### src/rtl/csl_pkg.sv
// Shared constants for the console control slice: flag bit positions and
// halt-request FSM state encodings.
package csl_pkg;

  localparam int unsigned CSL_RUN  = 0;
  localparam int unsigned CSL_CONT = 1;
  localparam int unsigned CSL_EXEC = 2;

  typedef enum logic {
    ST_IDLE = 1'b0,
    ST_WAIT = 1'b1
  } hreq_state_t;

endpackage

### src/rtl/csl_wrbuf.sv
// One-deep console write buffer. Captures mask/data on any clk; drains on
// the first clken cycle it is full. A request arriving in the drain cycle
// refills the buffer, so busy stays high.
module csl_wrbuf #(
  parameter int unsigned WIDTH = 3
) (
  input  logic             clk,
  input  logic             rst,
  input  logic             clken,
  input  logic             wrReq,
  input  logic [WIDTH-1:0] wrMask,
  input  logic [WIDTH-1:0] wrData,
  output logic             busy,
  output logic             drain,
  output logic [WIDTH-1:0] bufMask,
  output logic [WIDTH-1:0] bufData
);

  logic full;
  logic capture;

  assign drain   = full & clken;
  assign capture = wrReq & (~full | drain);
  assign busy    = full;

  // Buffer occupancy and contents; requests while full and not draining are dropped.
  always_ff @(posedge clk or posedge rst) begin
    if (rst) begin
      full    <= 1'b0;
      bufMask <= '0;
      bufData <= '0;
    end else if (capture) begin
      full    <= 1'b1;
      bufMask <= wrMask;
      bufData <= wrData;
    end else if (drain) begin
      full    <= 1'b0;
    end
  end

endmodule

### src/rtl/csl_ctrl_gen.sv
// Console/CPU control interface: console-settable run-control flags fed
// through a one-deep write buffer, CPU halt latch, and a console
// halt-request FSM. Optional halt-request timeout selected by the
// CSL_HREQ_TMO_EN macro.
module csl_ctrl_gen
  import csl_pkg::*;
#(
  parameter int unsigned           NFLAGS    = 3,
  parameter int unsigned           TMO_WIDTH = 16,
  parameter logic [TMO_WIDTH-1:0]  TMO_LIMIT = '1
) (
  input  logic              clk,
  input  logic              rst,
  input  logic              clken,
  input  logic              ucSET_HALT,
  input  logic              ucCLR_HALT,
  input  logic [NFLAGS-1:0] ucCLR,
  input  logic              cslSET,
  input  logic [NFLAGS-1:0] cslMASK,
  input  logic [NFLAGS-1:0] cslDATA,
  output logic              cslBUSY,
  input  logic              cslHREQ,
  output logic [NFLAGS-1:0] cpuFLAGS,
  output logic              cpuHALT,
  output logic              hreqPEND,
  output logic              hreqTMO
);

  hreq_state_t       state, nextState;
  logic [NFLAGS-1:0] flags;
  logic [NFLAGS-1:0] bufMask, bufData;
  logic              drain;
  logic              haltReg;
  logic              hreqLatch;
  logic              hreqSeen;
  logic              inWait;
  logic              tmoHit;

  csl_wrbuf #(.WIDTH(NFLAGS)) uWrbuf (
    .clk     (clk),
    .rst     (rst),
    .clken   (clken),
    .wrReq   (cslSET),
    .wrMask  (cslMASK),
    .wrData  (cslDATA),
    .busy    (cslBUSY),
    .drain   (drain),
    .bufMask (bufMask),
    .bufData (bufData)
  );

  assign hreqSeen = cslHREQ | hreqLatch;
  assign cpuHALT  = haltReg;

  // Hold a console halt request that arrives while clken is low until the next clken cycle.
  always_ff @(posedge clk or posedge rst) begin
    if (rst)
      hreqLatch <= 1'b0;
    else if (clken)
      hreqLatch <= 1'b0;
    else if (cslHREQ && state == ST_IDLE)
      hreqLatch <= 1'b1;
  end

`ifdef CSL_HREQ_TMO_EN
  logic [TMO_WIDTH-1:0] tmoCnt;
  logic                 tmoReg;

  assign tmoHit  = (tmoCnt == TMO_LIMIT);
  assign hreqTMO = tmoReg;

  // Timeout counter: cleared while idle, saturating count of clken cycles in WAIT.
  always_ff @(posedge clk or posedge rst) begin
    if (rst)
      tmoCnt <= '0;
    else if (clken) begin
      if (state == ST_IDLE)
        tmoCnt <= '0;
      else if (!tmoHit)
        tmoCnt <= tmoCnt + 1'b1;
    end
  end

  // Sticky timeout flag: set on timeout exit, cleared when a new request is accepted.
  always_ff @(posedge clk or posedge rst) begin
    if (rst)
      tmoReg <= 1'b0;
    else if (clken) begin
      if (state == ST_IDLE && hreqSeen)
        tmoReg <= 1'b0;
      else if (state == ST_WAIT && !haltReg && tmoHit)
        tmoReg <= 1'b1;
    end
  end
`else
  logic unusedTmo;

  assign tmoHit    = 1'b0;
  assign hreqTMO   = 1'b0;
  assign unusedTmo = ^TMO_LIMIT ^ (TMO_WIDTH == 0);
`endif

  // FSM state register.
  always_ff @(posedge clk or posedge rst) begin
    if (rst)
      state <= ST_IDLE;
    else
      state <= nextState;
  end

  // FSM next-state logic; a request while already halted is absorbed in IDLE.
  always_comb begin
    nextState = state;
    if (clken) begin
      case (state)
        ST_IDLE: if (hreqSeen && !haltReg) nextState = ST_WAIT;
        ST_WAIT: if (haltReg || tmoHit)    nextState = ST_IDLE;
        default: nextState = ST_IDLE;
      endcase
    end
  end

  // FSM outputs; RUN reads 0 for the whole WAIT period.
  always_comb begin
    inWait   = (state == ST_WAIT);
    hreqPEND = inWait;
    cpuFLAGS = flags;
    if (inWait)
      cpuFLAGS[CSL_RUN] = 1'b0;
  end

  // CPU halt latch; SET beats CLR.
  always_ff @(posedge clk or posedge rst) begin
    if (rst)
      haltReg <= 1'b0;
    else if (clken) begin
      if (ucSET_HALT)
        haltReg <= 1'b1;
      else if (ucCLR_HALT)
        haltReg <= 1'b0;
    end
  end

  // Flag register: microcode clear beats the WAIT RUN force, which beats the console write.
  always_ff @(posedge clk or posedge rst) begin
    if (rst)
      flags <= '0;
    else if (clken) begin
      for (int unsigned i = 0; i < NFLAGS; i++) begin
        if (ucCLR[i])
          flags[i] <= 1'b0;
        else if (i == CSL_RUN && inWait)
          flags[i] <= 1'b0;
        else if (drain && bufMask[i])
          flags[i] <= bufData[i];
      end
    end
  end

endmodule

### config.mk
export PLATFORM = sky130hd
export DESIGN_NAME = csl_ctrl_gen
export DESIGN_NICKNAME = d
export VERILOG_FILES = /design/src/rtl/csl_pkg.sv /design/src/rtl/csl_wrbuf.sv /design/src/rtl/csl_ctrl_gen.sv
export SDC_FILE = /design/constraint.sdc
export NUM_CORES = 1
export LEC_CHECK = 0
export CORE_ASPECT_RATIO = 0.9
export CORE_MARGIN = 2
export CORE_UTILIZATION = 37
export DETAILED_ROUTE_END_ITERATION = 10
export GPL_ROUTABILITY_DRIVEN = 1
export GPL_TIMING_DRIVEN = 0
export PLACE_DENSITY = 0.73
export SKIP_CTS_REPAIR_TIMING = 1
export SLEW_MARGIN = 20
export SYNTH_ARGS = -nofsm -noshare
export SYNTH_HDL_FRONTEND = slang
export SYNTH_SLANG_ARGS = --single-unit
### constraint.sdc
create_clock -name clk -period 1 [get_ports clk]
set_input_delay 0.25 -clock clk [delete_from_list [all_inputs] [get_ports clk]]
set_output_delay 0.25 -clock clk [all_outputs]
set_load 0.005 [all_outputs]
### Word level (Yosys, flattened, before mapping)

Index checks and enable logic that the tools add are counted.

* bitwise gates (word level): 6
* mux-type cells: 17
* reductions and logical operators: 16

Operator list (number)
* 2-to-1 mux 1 bit: 16
* nonzero test 2 bit: 5
* AND reduction 2 bit: 4
* logical AND 1 bit: 5
* nonzero test 3 bit: 1
* AND 1 bit: 2
* inverter 1 bit: 2
* OR 1 bit: 2
* case mux 1 bit (2 select lines): 1
* logical NOT 1 bit: 1

* output and inout bits: 7
* register bits: 13
* input port bits: 16
* word-level logic and storage cells: 48

### Longest topological paths before layout

* depth after elaboration: 5
* mapped depth: 4
* depth with buffers taken out: 3

### By module

From an unflattened synthesis, not the netlist that was laid out.

* cell total of the unflattened synthesis: 50
* area, all modules: 611.8 sq um

By module, submodules not included
* csl_wrbuf: area an instance 309.0 sq um, times used 1, cells an instance 18
* csl_ctrl_gen: area an instance 302.8 sq um, times used 1, cells an instance 32

### Worst setup path before layout

No wires, ideal clock.

* path kind: reg-to-reg
* from: register uWrbuf.full, in the netlist uWrbuf.busy
* to: register uWrbuf.bufData[0]
* setup time: 0.125 ns
* stages on the path, launching flop included: 4
* slack: -0.079 ns
* data arrival time: 0.954 ns
* path through: dfrtp_1 > nand2b_2 > nand2_4 > mux2_4

* cells in the longest elaborated chain, start to end: 3
* elaborated cells on any way between the ends: 4
* classes of those cells: bitwise: 4

RTL lines
* start, declared: line csl_wrbuf.sv:19 `logic full;`
* start signal, assigned: line csl_wrbuf.sv:29 `full <= 1'b0;`
* start signal, assigned: line csl_wrbuf.sv:33 `full <= 1'b1;`
* start signal, assigned: line csl_wrbuf.sv:37 `full <= 1'b0;`
* AND 1 bit or inverter 1 bit (tied branches): line csl_wrbuf.sv:22, csl_wrbuf.sv:23
* OR 1 bit (*): line csl_wrbuf.sv:23 `assign capture = wrReq & (~full | drain);`
* AND 1 bit (*): line csl_wrbuf.sv:23
* end signal, assigned: line csl_wrbuf.sv:35 `bufData <= wrData;`
* end, declared: line csl_wrbuf.sv:16 `output logic [WIDTH-1:0] bufData`

Mark *: on every way between the ends. The rest lies on a longest branch, timed or not.
A chain may end at the register's enable or synchronous reset.

### Worst setup path in the final report

* from: register state, in the netlist hreqPEND
* to: output cpuFLAGS[0]

* cells in the longest elaborated chain, start to end: 1

RTL lines
* start, declared: line csl_ctrl_gen.sv:29 `hreq_state_t state, nextState;`
* start signal, assigned: line csl_ctrl_gen.sv:108 `state <= nextState;`
* 2-to-1 mux 1 bit: line csl_ctrl_gen.sv:128 `if (inWait)`
* end, declared: line csl_ctrl_gen.sv:23 `output logic [NFLAGS-1:0] cpuFLAGS,`

Every way passes these cells.

==> flow_summary.json <==
{
  "run_status": "finished with violations",
  "violated_checks": "negative setup slack",
  "num-fill-cells": 118,
  "arrival_ns": 0.96,
  "syn_nets": 64,
  "root_buffer": "sky130_fd_sc_hd__clkbuf_4",
  "critPathKind": "reg2out",
  "route.detailed.drc": 0,
  "initial_core_utilization_pct": 40.6,
  "post_placement_setup_slack_ns": -0.395,
  "global_route_wire_length_before_repair_um": 1860,
  "grt_util_all_layers_pct": 13.5,
  "synth.avg_cell_area_um2": 12.5,
  "detailedRoute.firstPassIterationCount": 1,
  "power.density_nw_per_um2": 1420,
  "final_layout_size_suffix_gt1_share_pct": 40.7,
  "cp_max_fo": 2,
  "count_of_cell_types_in_the_netlist": 19,
  "fin_worst_skew_ns": 0.00376,
  "gp_congestion": 0.704,
  "clockBufferDepth": 2,
  "reg2reg_depth": 4,
  "hold_slack_ns": 0.293,
  "setup.worst_path.start_class": "register",
  "critical-path-slowest-cell": "sky130_fd_sc_hd__dfrtp_1",
  "synth-seq-area-share_pct": 54.2,
  "design.final.nets": 98,
  "fin_cells": 103,
  "die_w_um": 46.5,
  "finish.utilization_pct": 65.3,
  "detail_route.iter0.violations": 0,
  "place.detailed.instances": 91,
  "num_io_pins": 23,
  "synth.ff_latch_count": 13,
  "setup_viol": 13,
  "postSynthCellCount": 48,
  "core_area_um2": 1480,
  "dp_hpwl_um": 838,
  "routed_wirelength_um": 1280,
  "hold_class": "in2async",
  "routedWlPerCell_um": 12.4,
  "fp.dieH_um": 42.2,
  "power.static_leakage_nw": 0.464,
  "reg2reg_slack_ns": -0.15,
  "max_freq_ghz": 0.827,
  "cts.htree.levels": 1,
  "cts_tree": "done",
  "grt_setup_unrepaired": "true",
  "numPortBuffers": 21,
  "grt_antenna_before_repair": 0,
  "final_setup_tns_ns": -1.72,
  "path_cells": "buf_6 -> nor2_4 -> buf_2",
  "max_cap_violations": 0,
  "first_global_vias": 447,
  "clock_sinks": 13,
  "slew_viol_final": 0,
  "drtAntennaViolNets": 0,
  "layout_worst_path_cycle_share_pct": 121,
  "setup.worst_path.end_class": "output pin",
  "final-hold-violation-count": 0,
  "placementRows": 13,
  "worstPathRequired_ns": 0.75,
  "total_gr_overflow": 0,
  "final_critical_path_setup_slack_ns": -0.209,
  "ir_worst_vdd_mv": 0.795,
  "yosys_warnings": 0,
  "most_common_library_cell_in_the_layout_ignoring_fill_and_taps": "sky130_fd_sc_hd__clkdlybuf4s50_1",
  "floorplan.die_area_um2": 1960,
  "route.vias.total": 473,
  "timing.critical_path.slowest_cell_delay_ns": 0.40,
  "layout.cells.most_common_list": "14 x sky130_fd_sc_hd__clkdlybuf4s50_1, 12 x sky130_fd_sc_hd__dfrtp_1, 7 x sky130_fd_sc_hd__buf_4",
  "synth.cell_area_um2": 601,
  "antennaDiodeCount": 0,
  "viasPerCell": 4.59,
  "final.min_clock_period_ns": 1.21,
  "insertion_delay_ns": 0.28,
  "clock_transition_at_the_registers_of_the_reported_paths_ns": 0.09,
  "cts-buffers-inserted": 3,
  "areaGrowthSynthToFinish_pct": 61.0,
  "grt_max_degree": 14
}
[sequential cells by signal, indices dropped and copies added, names as in the netlist]
signal,cells
hreqPEND,1
hreqLatch,1
cpuHALT,1
uWrbuf.busy,1
uWrbuf.bufData,3
flags,3
uWrbuf.bufMask,3
[layout make-up]
class / instances / area [um^2] / area share, %
Sequential cell: 13 / 327 / 33.8
Timing Repair Buffer: 29 / 268 / 27.7
Multi-Input combinational cell: 27 / 267 / 27.6
Buffer: 4 / 37.5 / 3.88
Tap cell: 22 / 27.5 / 2.85
Clock buffer: 4 / 26.3 / 2.72
Inverter: 4 / 15.0 / 1.55
[worst max-delay path, delay by kind of cell, from the launching register on]
kind	cells	cell delay, ns
and+or+nand+nor	1	0.05
buffers and inverters	2	0.23
DFF	1	0.40
[where the power goes]
group          switching, mW  leakage, nW  total, mW  internal [mW]
Sequential            0.0552        0.157      0.651          0.596
Clock                  0.182       0.0150      0.337          0.155
Combinational          0.124        0.292      0.382          0.257
Total                  0.362        0.464       1.37           1.01
[worst paths after layout]
kind	from	endpoint
setup / recovery	hreqPEND$_DFFE_PP0P_	cpuFLAGS[0]
hold / removal	rst	uWrbuf.bufData[1]$_DFFE_PP0P_
setup reg to reg	uWrbuf.busy$_DFFE_PP0P_	uWrbuf.bufMask[0]$_DFFE_PP0P_
hold reg to reg	flags[1]$_DFFE_PP0P_	flags[1]$_DFFE_PP0P_
max in group asynchronous	rst	uWrbuf.busy$_DFFE_PP0P_
min in group clk	clken	flags[2]$_DFFE_PP0P_
[metrics by stage]
stage	area (um^2)	power, mW
after global placement	845	0.952
after floorplan	607	0.811
after global routing	967	1.44
final	967	1.37
after CTS	871	1.28
after detailed placement	845	0.961
[layer usage]
| layer | up-vias | part of all wire (%) | track usage, % |
|---|---|---|---|
| li1 | 231 | - | - |
| met1 | 223 | 45 | 17.3 |
| met2 | 15 | 46 | 18.9 |
| met3 | 4 | 5.8 | 3.02 |
| met4 | 0 | 2.7 | 10.3 |
| met5 | - | 0 | 0 |
[kinds of logic after synthesis]
kind of cell           after synthesis  synth area share, %
AOI/OAI and AO/OA                   13                 15.2
DFF                                 13                 54.2
buffers and inverters                8                 7.50
and+or+nand+nor                      7                 7.50
muxes                                6                 15.0
other                                1                0.624
[synthesized netlist by cell type]
| cell type | n | area share, % |
|---|---|---|
| sky130_fd_sc_hd__inv_1 | 4 | 2.5 |
| sky130_fd_sc_hd__nor2_1 | 2 | 1.3 |
| sky130_fd_sc_hd__nand2_4 | 1 | 1.9 |
| sky130_fd_sc_hd__nand4_1 | 1 | 1.0 |
| sky130_fd_sc_hd__o32ai_1 | 1 | 1.5 |
| sky130_fd_sc_hd__o2bb2ai_1 | 1 | 1.5 |
| sky130_fd_sc_hd__buf_4 | 4 | 5.0 |
| sky130_fd_sc_hd__a21oi_1 | 2 | 1.7 |
| sky130_fd_sc_hd__dfrtp_1 | 13 | 54 |
| sky130_fd_sc_hd__a41oi_1 | 2 | 2.9 |
| sky130_fd_sc_hd__conb_1 | 1 | 0.62 |
| sky130_fd_sc_hd__a22oi_1 | 1 | 1.3 |
| sky130_fd_sc_hd__a21boi_0 | 2 | 2.5 |
| sky130_fd_sc_hd__o21ai_0 | 3 | 2.5 |
| sky130_fd_sc_hd__a22o_1 | 1 | 1.5 |
| sky130_fd_sc_hd__nand2b_2 | 1 | 1.5 |
| sky130_fd_sc_hd__mux2_4 | 6 | 15 |
| sky130_fd_sc_hd__nand2_1 | 1 | 0.62 |
| sky130_fd_sc_hd__or2b_1 | 1 | 1.3 |
No activity file was read; power rests on OpenSTA's default activity.
==> variant (same flow settings) <==
Add an input register stage for `ucCLR`, without a reset; this delays it by one clock. The other inputs are not delayed to match.
--- a/src/rtl/csl_ctrl_gen.sv
+++ b/src/rtl/csl_ctrl_gen.sv
@@ -25,6 +25,12 @@
   output logic              hreqPEND,
   output logic              hreqTMO
 );
+
+  logic [NFLAGS-1:0] ucCLR_q;
+
+  always_ff @(posedge clk) begin
+    ucCLR_q <= ucCLR;
+  end
 
   hreq_state_t       state, nextState;
   logic [NFLAGS-1:0] flags;
@@ -147,7 +153,7 @@
       flags <= '0;
     else if (clken) begin
       for (int unsigned i = 0; i < NFLAGS; i++) begin
-        if (ucCLR[i])
+        if (ucCLR_q[i])
           flags[i] <= 1'b0;
         else if (i == CSL_RUN && inWait)
           flags[i] <= 1'b0;
Behaviour: not the same (Yosys sat finds a counterexample within 4 cycles, from zero or initial values and one cycle with rst high).
==> variant against the unedited design <==
The flow still finishes with violations (negative setup slack). Power rose by 11%. Area after synthesis grew 8.5%. Final area increased by 1.9%. Sequential cell count up 3. Worst setup slack worse by 0.060 ns. Count of clock-buffer cells in the layout stayed put. Wire length grew 9.3%. Critical endpoint unchanged.
==> variant: results (changes against the unedited design) <==
DRT iter0 DRCs = 12 (+12)
clk_skew = 0.002867 ns (-0.0008948 ns)
Post-synth top cells = dfrtp_1, mux2_4, nand2_1
violated checks = negative setup slack
sequential share of cell area = 39.21% (+5.4 points)
WL met1 = 589 um (+1.6%)
Async SR Flop Fraction = 81.25% (-19 points)
Yosys reg bits = 16 (+3)
met2 usage = 25.79% (+6.9 points)
#MultiIn Comb = 30 (+11%)
sequential fraction of the synthesis area = 59.12% (+5.0 points)
wire length on met3 = 48 um (-35%)
combinational power share = 21.6% (-6.3 points)
DR top layer = met3
layout cells sized above 1 = 37.04% (-3.7 points)
number of diodes = 0 (unchanged)
synthesis-to-finish area growth = 51.25%
Setup violations, final = 13 (unchanged)
leak pwr = 0.0004804 uW (+3.6%)
synthesized instance count = 52 (+8.3%)
GRT met3 Usage = 1.250% (-1.8 points)
Clk pwr share = 27.4% (+2.8 points)
Global Route Usage Sum = 15.34% (+1.9 points)
run status = finished with violations
drt pass-1 iters = 4 (+3)
Seq group = 773 uW (+19%)
Cell Area, Placed = 898.4 sq um (+6.4%)
total length of routed met2 wires = 759 um (+29%)
drt wl/cell = 13.30 um (+7.2%)
setup ws final = -0.2684 ns (-0.05962 ns)
non-clock inverter count in the final layout = 3 (-1)
Layout clock area frac = 3.680% (+0.96 points)
post-synthesis net count = 68 (+6.3%)
Signal buffers = 28 (-15%)
RR Endpoint = uWrbuf.bufData[2]$_DFFE_PP0P_
fill count = 140 (+19%)
reg-to-reg setup timing slack = -0.08 ns (+0.07 ns)
P_int = 1150 uW (+14%)
Global Route met1 Usage = 18.73% (+1.4 points)
DP HPWL = 920.2 um (+9.8%)
ranking of synthesized cells by area = dfrtp_1, mux2_4, dfxtp_1
H-Tree Depth = 1 (unchanged)
Vias per Instance = 4.629 (+0.79%)
vias = 486 (+2.7%)
Reg area = 386.6 sq um (+18%)
vias in the first global route = 502 (+12%)
Post-Place Cells = 97 (+6.6%)
CP Data Arrival Time = 1.02 ns (+0.06 ns)
first-pass GRT wire length = 2214 um (+19%)
Final Max Tran Viols = 0 (unchanged)
total negative setup slack = -1.192 ns (+0.5237 ns)
NonClk Buf Share = 25.63% (-5.9 points)
critical path startpoint = hreqPEND$_DFFE_PP0P_
maximum vdd drop = 0.8730 mV (+9.8%)
multi-input gate share of the layout cell area = 27.28% (-0.27 points)
R2R cell count = 3 (-1)
routability cong. = 0.7342 (+4.3%)
maximum fanout along the worst path = 3 (+1)
==> variant: cell types whose count changed after synthesis, sizes merged, moves of 2 or more <==
cell / unedited run / this run
o31ai: 0 / 2
dfxtp: 0 / 3
a21boi: 2 / 0
a41oi: 2 / 0
nand2: 2 / 6
==> variant: stage by stage <==
stage               hold slack (ns)  setup slack (ns)  util, %
floorplan                    0.1269          -0.01462        -
CTS                          0.3021           -0.6174    56.17
finish                       0.2885           -0.2684    59.25
global placement             0.4190           -0.5812    53.99
detailed placement           0.4264           -0.5854    53.99
global route                 0.3424           -0.3457    59.25
==> variant: critical path, stage by stage, from the launching register on <==
cell and delay [ns]:
dfrtp_1 0.40, buf_6 0.12, nor2b_1 0.10, buf_2 0.12
==> variant: cell families (layout without fill, tap and decap cells) <==
kind of cell,after synthesis,count (layout),share of synthesized area (%)
AO/OA/AOI/OAI,13,13,12.67
buffers and inverters,6,35,5.182
flip-flops,16,16,59.12
multiplexers,6,6,13.82
other,1,1,0.5753
AND/OR/NAND/NOR,10,10,8.638
